--- src/rtl/openeth_mem_arb_pkg.sv ---
// Shared definitions for the two-requester Avalon-MM memory arbiter.
// The state encodings are kept as plain localparams so older code that
// compares against the raw two-bit values keeps working.

package openeth_mem_arb_pkg;

    // Arbiter states: nobody owns the port, or requester 0 / 1 owns it.
    localparam logic [1:0] ST_IDLE = 2'b00;
    localparam logic [1:0] ST_OWN0 = 2'b01;
    localparam logic [1:0] ST_OWN1 = 2'b10;

    // Width of the per-grant completion counter, which must reach hold_max.
    function automatic int hold_cnt_width(input int hold_max);
        return (hold_max < 1) ? 1 : $clog2(hold_max + 1);
    endfunction

    // One-hot grant vector for a state; the owned states already are one-hot.
    function automatic logic [1:0] grant_of(input logic [1:0] st);
        logic [1:0] g;
        case (st)
            ST_OWN0: g = 2'b01;
            ST_OWN1: g = 2'b10;
            default: g = 2'b00;
        endcase
        return g;
    endfunction

    // The owned state belonging to the requester that is not the owner of st.
    function automatic logic [1:0] other_owner(input logic [1:0] st);
        return (st == ST_OWN0) ? ST_OWN1 : ST_OWN0;
    endfunction

endpackage

--- src/rtl/openeth_mem_arb.sv ---
// Two-requester Avalon-MM arbiter in front of one word-addressed memory port.
// Requester 0 is the MAC DMA master, requester 1 the descriptor/CPU bridge.
// Ownership alternates round-robin; an owner may keep the port for at most
// HOLD_MAX completed transfers while the other side waits, and a stalled
// transfer is never interrupted. All slave-side outputs are a combinational
// mux of the registered owner, so a reset drops s_read/s_write immediately.

module openeth_mem_arb
    import openeth_mem_arb_pkg::*;
#(
    parameter int HOLD_MAX = 4,
    parameter int DW       = 32
) (
    input  logic                clk,
    input  logic                reset_n,

    input  logic [29:0]         m0_address,
    input  logic [DW/8-1:0]     m0_byteenable,
    input  logic                m0_read,
    input  logic                m0_write,
    input  logic [DW-1:0]       m0_writedata,
    output logic [DW-1:0]       m0_readdata,
    output logic                m0_waitrequest,

    input  logic [29:0]         m1_address,
    input  logic [DW/8-1:0]     m1_byteenable,
    input  logic                m1_read,
    input  logic                m1_write,
    input  logic [DW-1:0]       m1_writedata,
    output logic [DW-1:0]       m1_readdata,
    output logic                m1_waitrequest,

    output logic [29:0]         s_address,
    output logic [DW/8-1:0]     s_byteenable,
    output logic                s_read,
    output logic                s_write,
    output logic [DW-1:0]       s_writedata,
    input  logic [DW-1:0]       s_readdata,
    input  logic                s_waitrequest,

    output logic [1:0]          grant
);

    localparam int CW = hold_cnt_width(HOLD_MAX);
    localparam logic [CW-1:0] HOLD_LIM = CW'(HOLD_MAX);
    localparam logic [CW:0]   HOLD_CMP = (CW + 1)'(HOLD_MAX);

    // A hold of zero would let an owner be pre-empted before it finishes
    // anything, which the round-robin below cannot express.
    if (HOLD_MAX < 1) begin : g_bad_hold
        $error("openeth_mem_arb: HOLD_MAX must be at least 1");
    end

    logic [1:0]    state;
    logic [1:0]    state_nxt;
    logic          last;
    logic          last_nxt;
    logic [CW-1:0] cnt;
    logic [CW-1:0] cnt_nxt;

    logic          req0;
    logic          req1;
    logic          own0;
    logic          own1;
    logic          owner_req;
    logic          other_req;
    logic          owner_idx;
    logic [CW:0]   cnt_inc;
    logic          hold_reached;

    assign req0 = m0_read | m0_write;
    assign req1 = m1_read | m1_write;

    assign own0 = (state == ST_OWN0);
    assign own1 = (state == ST_OWN1);

    // Request lines seen from the owner's point of view.
    assign owner_req = (own0 & req0) | (own1 & req1);
    assign other_req = (own0 & req1) | (own1 & req0);
    assign owner_idx = own1;

    // cnt_inc is one bit wider so the comparison cannot wrap at saturation.
    assign cnt_inc      = {1'b0, cnt} + (CW + 1)'(1);
    assign hold_reached = (cnt_inc >= HOLD_CMP);

    // Next owner, last-owner and completion count from the current request picture.
    always_comb begin
        state_nxt = state;
        last_nxt  = last;
        cnt_nxt   = cnt;
        case (state)
            ST_IDLE: begin
                if (req0 && req1) begin
                    state_nxt = last ? ST_OWN0 : ST_OWN1;
                end else if (req0) begin
                    state_nxt = ST_OWN0;
                end else if (req1) begin
                    state_nxt = ST_OWN1;
                end
            end
            ST_OWN0, ST_OWN1: begin
                if (!owner_req) begin
                    last_nxt  = owner_idx;
                    cnt_nxt   = '0;
                    state_nxt = other_req ? other_owner(state) : ST_IDLE;
                end else if (!s_waitrequest) begin
                    if (hold_reached && other_req) begin
                        last_nxt  = owner_idx;
                        cnt_nxt   = '0;
                        state_nxt = other_owner(state);
                    end else begin
                        cnt_nxt = hold_reached ? HOLD_LIM : cnt_inc[CW-1:0];
                    end
                end
            end
            default: begin
                state_nxt = ST_IDLE;
                cnt_nxt   = '0;
            end
        endcase
    end

    // Arbiter registers; last starts at 1 so requester 0 wins the first tie.
    always_ff @(posedge clk or negedge reset_n) begin
        if (!reset_n) begin
            state <= ST_IDLE;
            last  <= 1'b1;
            cnt   <= '0;
        end else begin
            state <= state_nxt;
            last  <= last_nxt;
            cnt   <= cnt_nxt;
        end
    end

    // Slave-side mux and per-requester waitrequest driven from the registered owner.
    always_comb begin
        s_address      = '0;
        s_byteenable   = '0;
        s_read         = 1'b0;
        s_write        = 1'b0;
        s_writedata    = '0;
        m0_waitrequest = 1'b1;
        m1_waitrequest = 1'b1;
        case (state)
            ST_OWN0: begin
                s_address      = m0_address;
                s_byteenable   = m0_byteenable;
                s_read         = m0_read;
                s_write        = m0_write;
                s_writedata    = m0_writedata;
                m0_waitrequest = s_waitrequest;
            end
            ST_OWN1: begin
                s_address      = m1_address;
                s_byteenable   = m1_byteenable;
                s_read         = m1_read;
                s_write        = m1_write;
                s_writedata    = m1_writedata;
                m1_waitrequest = s_waitrequest;
            end
            default: begin
                s_read = 1'b0;
            end
        endcase
    end

    assign grant       = grant_of(state);
    assign m0_readdata = s_readdata;
    assign m1_readdata = s_readdata;

    // The grant can never name both requesters at once.
    a_grant_onehot: assert property (@(posedge clk) disable iff (!reset_n) $onehot0(grant));

    // The completion counter never runs past the hold limit.
    a_cnt_bounded: assert property (@(posedge clk) disable iff (!reset_n) cnt <= HOLD_LIM);

endmodule

--- config.mk ---
export PLATFORM = sky130hd
export DESIGN_NAME = openeth_mem_arb
export DESIGN_NICKNAME = d
export VERILOG_FILES = /design/src/rtl/openeth_mem_arb_pkg.sv /design/src/rtl/openeth_mem_arb.sv
export SDC_FILE = /design/constraint.sdc
export NUM_CORES = 1
export LEC_CHECK = 0
export CAP_MARGIN = 30
export CELL_PAD_IN_SITES_DETAIL_PLACEMENT = 0
export CELL_PAD_IN_SITES_GLOBAL_PLACEMENT = 1
export CORE_UTILIZATION = 12
export DETAILED_ROUTE_END_ITERATION = 10
export PLACE_DENSITY_LB_ADDON = 0.2
export SYNTH_ARGS = -nofsm -noshare
export SYNTH_HDL_FRONTEND = slang
export SYNTH_SLANG_ARGS = --single-unit
--- constraint.sdc ---
create_clock -name clk -period 2.9 [get_ports clk]
set_input_delay 0.725 -clock clk [delete_from_list [all_inputs] [get_ports clk]]
set_output_delay 0.725 -clock clk [all_outputs]
set_load 0.02 [all_outputs]
==> flow_metrics.py, run 1 <==
metrics = {
    "hold_path": {
        "timing.hold.worst.class": "register to register",
    },
    "yosys": {
        "synthDistinctLibCells": 33,
        "synth_top_family_by_area": "compound AO/OA/AOI/OAI gates",
        "synthesized_area_fraction_occupied_by_adder_cells_pct": 4.39,
        "yosys.area.top_type": "a22o_1",
        "yosysWarnings": 0,
        "cells_taking_the_most_area_after_synthesis": "a22o_1 (35%), buf_4 (29%), dfrtp_1 (7.3%), ha_1 (4.4%), buf_2 (3.8%)",
        "ys_ff_latch": 6,
        "synth_xor_xnor_area_share_pct": 0,
        "synthesis.nets": 382,
        "synth_top_area_share_pct": 35.3,
        "synth_area_per_cell_sq_um": 8.34,
        "post_synth_mux_area_share_pct": 1.46,
        "compound_gate_portion_of_the_synthesized_area_pct": 42.9,
        "synth_area_sq_um": 1710,
        "synthSimpleGateAreaFrac_pct": 7.39,
        "seq_area_frac_synth_pct": 8.85,
        "syn-instance-count": 205,
    },
    "cts": {
        "cts.sinks": 6,
        "insertion_delay_ps": 230,
        "cts.htree.levels": 1,
        "cts_root_buf": "clkbuf_16",
        "clock_tree_from_tritoncts": "yes",
        "tritoncts.num_buffers": 3,
        "clk_pin_slew_worst_paths_ps": 30,
        "cts_max_path_buffers": 2,
    },
    "global_routing": {
        "antenna_found_initial": 0,
        "globalRouteOverflowTotal": 0,
        "grt_pass1_wl_mm": 13.0,
        "grt_max_degree": 28,
        "grt_pass1_vias": 2159,
        "grt_use_total_pct": 11.7,
    },
    "final_layout": {
        "drive_above_1_share_pct": 10.8,
        "final_util_pct": 26.2,
        "n_antenna_cell": 0,
        "syn2layout_area_growth_pct": 113,
        "layout.cells.non_filler": 531,
        "design_area_sq_um": 3630,
        "fill_cells": 1522,
        "final_nets": 529,
    },
    "routing": {
        "route.detailed.drc": 0,
        "route.vias.total": 2085,
        "ant_nets": 0,
        "wl_mm": 9.21,
        "wire_per_inst_microns": 17.3,
        "dr.pass1.iters": 4,
        "post_drt_via_cell_ratio": 3.93,
        "drt_iter0_drc": 65,
    },
    "sta": {
        "tightest_slew_ps": 404,
        "clock_skew_ps": 2.34,
        "rsz0062_at_grt": "no",
        "final_hold_vio_count": 0,
        "timing.setup.tns_ps": 0,
        "final-setup-viol-count": 0,
        "max_clock_freq_mhz": 356,
        "maxSlewViolCount": 0,
        "timing.max_slew.rel_slack_pct": 73.1,
        "timing.final.crit_period_ps": 2810,
        "timing.final.crit_share_pct": 96.9,
    },
    "setup_path": {
        "worst_path_cell_trace": "inv_1 > ha_1 > and2_2 > bufbuf_16 > a22o_1 > dlygate4sd2_1",
        "cp_slowest_cell": "dfrtp_1",
        "cp_top_family": "buffers and inverters",
        "end_kind": "output port",
        "crit_path_max_incr_delay_ps": 390,
        "criticalPathCategory": "register to output port",
        "buffers_plus_inverters_on_the_worst_setup_path": 3,
        "crit_arrival_ps": 2090,
        "worst-path-max-fanout": 20,
        "critPathLaunchType": "register",
        "critical_path_required_ps": 2170,
    },
    "power": {
        "pwr_density_nw_per_um2": 691,
        "sequential_group_share_of_total_power_pct": 5.3,
        "ir_worst_vdd_uv": 278,
        "power.switching_uw": 1200,
        "share_comb_of_total_power_pct": 85.3,
        "internal-power_uw": 1320,
        "leakagePower_uw": 0.00164,
        "power.share.switching_pct": 47.6,
        "clkPwrFrac_pct": 9.3,
    },
    "floorplanning": {
        "rows": 43,
        "initial_core_util_pct": 12.3,
        "io_pins": 307,
        "die-height_microns": 121,
        "floorplan.die_area_sq_um": 14700,
        "die_width_microns": 121,
        "fp.coreArea_sq_um": 13900,
    },
    "place": {
        "area_after_detailed_placement_sq_um": 3570,
        "gpl.final_weighted_congestion": 0.807,
        "placement.io_buffers": 210,
        "dp.cells": 522,
        "detailed_place_hpwl_mm": 7.26,
    },
    "status": {
        "outcome": "finished clean",
    },
    "flow_run": {
        "max_cap_violations": 0,
    },
}
## power by group through the flow
stage / Clock (uW) / Combinational (uW) / Sequential (uW)
after detailed placement: 0 / 2280 / 137
after CTS: 237 / 2150 / 136
after global placement: 0 / 2300 / 135
final: 235 / 2140 / 134
after floorplan: 0 / 1310 / 130
after global routing: 246 / 2290 / 136
## placed cells by master (no fill, tap or decap), drive strengths merged, types with 2 or more instances in the layout
cell type and instances:
a21oi 3, a22o 69, a32o 2, and2 3
buf 13, bufbuf 2, clkbuf 11, clkdlybuf4s15 8
clkdlybuf4s50 142, dfrtp 5, dlygate4sd2 51, ha 6
inv 5, nand2 6, nand3b 2, nor2 5
o21ai 4
## synth_stat cells, drive strengths merged
master	n
nor3b	1
o2bb2ai	1
dfstp	1
o21ai	4
buf	81
a32o	2
a32oi	1
dfrtp	5
a22oi	1
ha	6
and2	3
mux2	1
a21o	1
nand2	6
o31ai	1
nand3b	2
nand4b	1
or2b	1
a22o	69
nand2b	1
nor2	5
mux2i	1
inv	5
or2	1
a31oi	1
a21oi	3
## registers in the layout (all words and copies together) (netlist names)
register and flops:
last 1, state 2, cnt 3
## final timing paths
| kind | start | to | slack (ps) | cells past startpoint |
|---|---|---|---|---|
| min in group asynchronous | reset_n | cnt[2]$_DFFE_PN0P_ | 740 | 1 |
| hold / removal | cnt[1]$_DFFE_PN0P_ | cnt[1]$_DFFE_PN0P_ | 530 | 1 |
| setup reg to reg | state[1]$_DFFE_PN0P_ | state[1]$_DFFE_PN0P_ | 750 | 8 |
| max in group asynchronous | reset_n | last$_DFFE_PN1P_ | 1880 | 1 |
| hold reg to reg | cnt[1]$_DFFE_PN0P_ | cnt[1]$_DFFE_PN0P_ | 530 | 1 |
| setup / recovery | state[1]$_DFFE_PN0P_ | s_address[4] | 90 | 6 |
## metal layers
layer,wire length [microns],GRT usage [%],share of wire (%)
met5,0,0,0
met4,192,3.47,2.1
met3,712,2.82,7.7
met2,4690,21.1,51
met1,3620,13.5,39
## through the flow
| step | power, uW | setup slack [ps] | hold WS (ps) |
|---|---|---|---|
| 6_report | 2510 | 88.6 | 526 |
| 5_1_grt | 2680 | 1.00 | 557 |
| 4_1_cts | 2530 | 1.40 | 526 |
| 3_5_place_dp | 2420 | 79.4 | 518 |
| 3_3_place_gp | 2430 | 89.3 | 515 |
| 2_1_floorplan | 1440 | 500 | 429 |
## timing repair
| action | 4_1_cts | 5_1_grt |
|---|---|---|
| resized for setup | 68 | 21 |
| hold buffers | 0 | 0 |
| cloned | 2 | 0 |
| buffers inserted | 0 | 3 |
| setup endpoints to repair | 66 | 18 |
## logic make-up (layout without fill, tap and decap cells)
family / count (synthesis) / after routing
adders and majority gates: 6 / 6
muxes: 2 / 2
AOI/OAI and AO/OA: 84 / 84
buffers and inverters: 86 / 232
and+or+nand+nor: 21 / 21
DFF: 6 / 6
## layout make-up
type                            instances  area [sq um]  share of cell area [%]
Timing Repair Buffer                  223          2200                    60.4
Inverter                                5          18.8                   0.516
Tap cell                              180           225                    6.20
Sequential cell                         6           151                    4.17
Multi-Input combinational cell        113           965                    26.5
Clock buffer                            4          78.8                    2.17
No activity file was read; power rests on OpenSTA's default activity.
==> run 2, diff against run 1 <==
--- a/config.mk
+++ b/config.mk
@@ -8,7 +8,10 @@
 export CAP_MARGIN = 30
 export CELL_PAD_IN_SITES_DETAIL_PLACEMENT = 0
 export CELL_PAD_IN_SITES_GLOBAL_PLACEMENT = 1
+export CORE_ASPECT_RATIO = 0.7
+export CORE_MARGIN = 1.5
 export CORE_UTILIZATION = 12
+export CTS_CLUSTER_SIZE = 20
 export DETAILED_ROUTE_END_ITERATION = 10
 export PLACE_DENSITY_LB_ADDON = 0.2
 export SYNTH_ARGS = -nofsm -noshare
==> run 2 against run 1 <==
Net effect: via count decreased by 2.4%; clock skew increased by 1.7 ps; sequential cell count unchanged; fmax increased by 4.6%; cell count increased by 1.7%; final area increased by 4.2%; non-clock buffer count decreased by 1; critical path depth unchanged; clock power about the same; setup slack improved by 120 ps; register-to-register slack improved by 320 ps; sequential share of layout area decreased by 0.17 points.
==> flow_metrics.py, run 2 (synthesized netlist as in run 1, its figures left out) <==
metrics = {
    "status": {
        "outcome": "finished clean",
    },
    "routing": {
        "ant_nets": 0,
        "route.detailed.drc": 0,
        "wire_per_inst_microns": 16.0,
        "wl_mm": 8.66,
        "post_drt_via_cell_ratio": 3.77,
        "drt_iter0_drc": 25,
        "route.vias.total": 2036,
        "dr.pass1.iters": 4,
    },
    "power": {
        "internal-power_uw": 1380,
        "power.switching_uw": 1160,
        "share_comb_of_total_power_pct": 85.7,
        "power_uw": 2540,
        "leakagePower_uw": 0.00220,
        "clkPwrFrac_pct": 9.3,
        "ir_worst_vdd_uv": 233,
        "power.share.switching_pct": 45.7,
        "sequential_group_share_of_total_power_pct": 5.1,
        "pwr_density_nw_per_um2": 669,
    },
    "place": {
        "detailed_place_hpwl_mm": 7.34,
        "placement.io_buffers": 210,
        "gpl.final_weighted_congestion": 0.775,
        "area_after_detailed_placement_sq_um": 3640,
    },
    "floorplanning": {
        "floorplan.die_area_sq_um": 15000,
        "initial_core_util_pct": 12.3,
        "fp.coreArea_sq_um": 13900,
        "rows": 36,
        "io_pins": 307,
        "die-height_microns": 103,
        "die_width_microns": 146,
    },
    "sta": {
        "maxSlewViolCount": 0,
        "rsz0062_at_grt": "no",
        "timing.hold.ws_ps": 521,
        "timing.max_slew.rel_slack_pct": 75.5,
        "final-setup-viol-count": 0,
        "clock_skew_ps": 4.08,
        "timing.final.crit_period_ps": 2690,
        "tightest_slew_ps": 367,
        "timing.final.crit_share_pct": 92.6,
        "max_clock_freq_mhz": 372,
        "final_hold_vio_count": 0,
        "timing.setup.tns_ps": 0,
    },
    "final_layout": {
        "layout_common_cells": "clkdlybuf4s50_1 (142), a22o_1 (69), dlymetal6s2s_1 (41)",
        "syn2layout_area_growth_pct": 122,
        "largest_registers_ranked_by_flip_flop_count": "cnt (3), state (2), last (1)",
        "final_nets": 528,
        "fill_cells": 1471,
        "final_util_pct": 27.2,
        "design_area_sq_um": 3790,
        "n_antenna_cell": 0,
        "largest_reg_flops": 3,
        "drive_above_1_share_pct": 8.00,
        "top_register": "cnt",
        "layout.cells.most_common": "clkdlybuf4s50_1",
    },
    "setup_path": {
        "critical_path_required_ps": 2170,
        "crit_arrival_ps": 1960,
        "end_kind": "output port",
        "r2r-start": "state[1]$_DFFE_PN0P_",
        "worst_r2r_endpoint": "state[1]$_DFFE_PN0P_",
        "critPathLaunchType": "register",
        "worst-path-max-fanout": 28,
        "regToRegSetupSlack_ps": 1070,
        "r2r.worst_path.cells": 8,
        "criticalPathCategory": "register to output port",
    },
    "global_routing": {
        "antenna_found_initial": 0,
        "grt_pass1_wl_mm": 11.7,
        "grt_max_degree": 29,
        "grt_pass1_vias": 2029,
        "globalRouteOverflowTotal": 0,
        "grt_use_total_pct": 10.1,
    },
    "cts": {
        "cts_root_buf": "clkbuf_16",
        "cts_max_path_buffers": 2,
        "clk_pin_slew_worst_paths_ps": 40,
        "cts_hold_buffers": 0,
        "insertion_delay_ps": 230,
        "cts.htree.levels": 1,
        "tritoncts.num_buffers": 3,
        "clock_tree_from_tritoncts": "yes",
        "cts.sinks": 6,
    },
    "hold_path": {
        "worst_hold_path.endpoint": "cnt[1]$_DFFE_PN0P_",
        "worst_hold_startpoint": "cnt[1]$_DFFE_PN0P_",
        "min_delay_path_depth": 1,
        "timing.hold.worst.class": "register to register",
    },
    "flow_run": {
        "max_cap_violations": 0,
    },
}
run 2: cell types whose count changed in the layout (fill, tap and decap cells not counted), sizes merged:
cell and delta:
clkdlybuf4s15 -8, dlygate4sd2 -24, dlymetal6s2s +41, bufbuf -2, clkbuf -7, buf -1
run 2: worst max path at each step:
| stage | start | end | slack [ps] |
|---|---|---|---|
| CTS | state[1]$_DFFE_PN0P_ | s_address[19] | 1 |
| detailed placement | state[1]$_DFFE_PN0P_ | s_address[20] | 80 |
| finish | state[1]$_DFFE_PN0P_ | s_address[20] | 210 |
| floorplan | state[0]$_DFFE_PN0P_ | s_byteenable[0] | 500 |
| global placement | state[0]$_DFFE_PN0P_ | s_address[20] | 140 |
| global route | state[0]$_DFFE_PN0P_ | s_address[20] | 110 |
run 2: timing repair:
| action | in CTS | in global routing |
|---|---|---|
| endpoints found under the setup margin | 68 | 41 |
| resized for setup | 29 | 41 |
| setup buffers | 0 | 0 |
run 2: critical path, cell delays in order, from the launching register on:
cell and delay (ps):
dfrtp_1 340, inv_1 80, ha_1 320, and2_4 230
buf_12 190, a22o_1 200, dlygate4sd2_1 360
run 2: per-stage QoR:
step / setup slack, ps / cells
3_5_place_dp: 83.1 / 536
6_report: 213 / 540
4_1_cts: 1.33 / 540
3_3_place_gp: 139 / 536
5_1_grt: 113 / 540
2_1_floorplan: 500 / 205
run 2: power by group through the flow:
stage                     clock network (uW)  logic (uW)  registers, uW
after global routing                     246        2330            131
after CTS                                237        2250            128
after floorplan                            0        1310            130
after detailed placement                   0        2330            130
final                                    235        2170            128
after global placement                     0        2340            129
run 2: final cells by class:
cell class | instances | area, sq um | share of cell area, %
Clock buffer | 4 | 78.8 | 2.08
Inverter | 5 | 18.8 | 0.495
Multi-Input combinational cell | 113 | 966 | 25.5
Sequential cell | 6 | 151 | 4.00
Tap cell | 190 | 238 | 6.27
Timing Repair Buffer | 222 | 2340 | 61.7
run 2: per-layer routing:
layer  share of wire (%)  wire [microns]  global-route usage [%]  vias to the layer above
li1                    -               -                       -                      990
met1                  40            3480                    12.5                      897
met2                  49            4230                    16.5                      145
met3                  10             906                    4.16                        4
met4                0.50              43                    2.20                        0
met5                   0               0                       0                        -
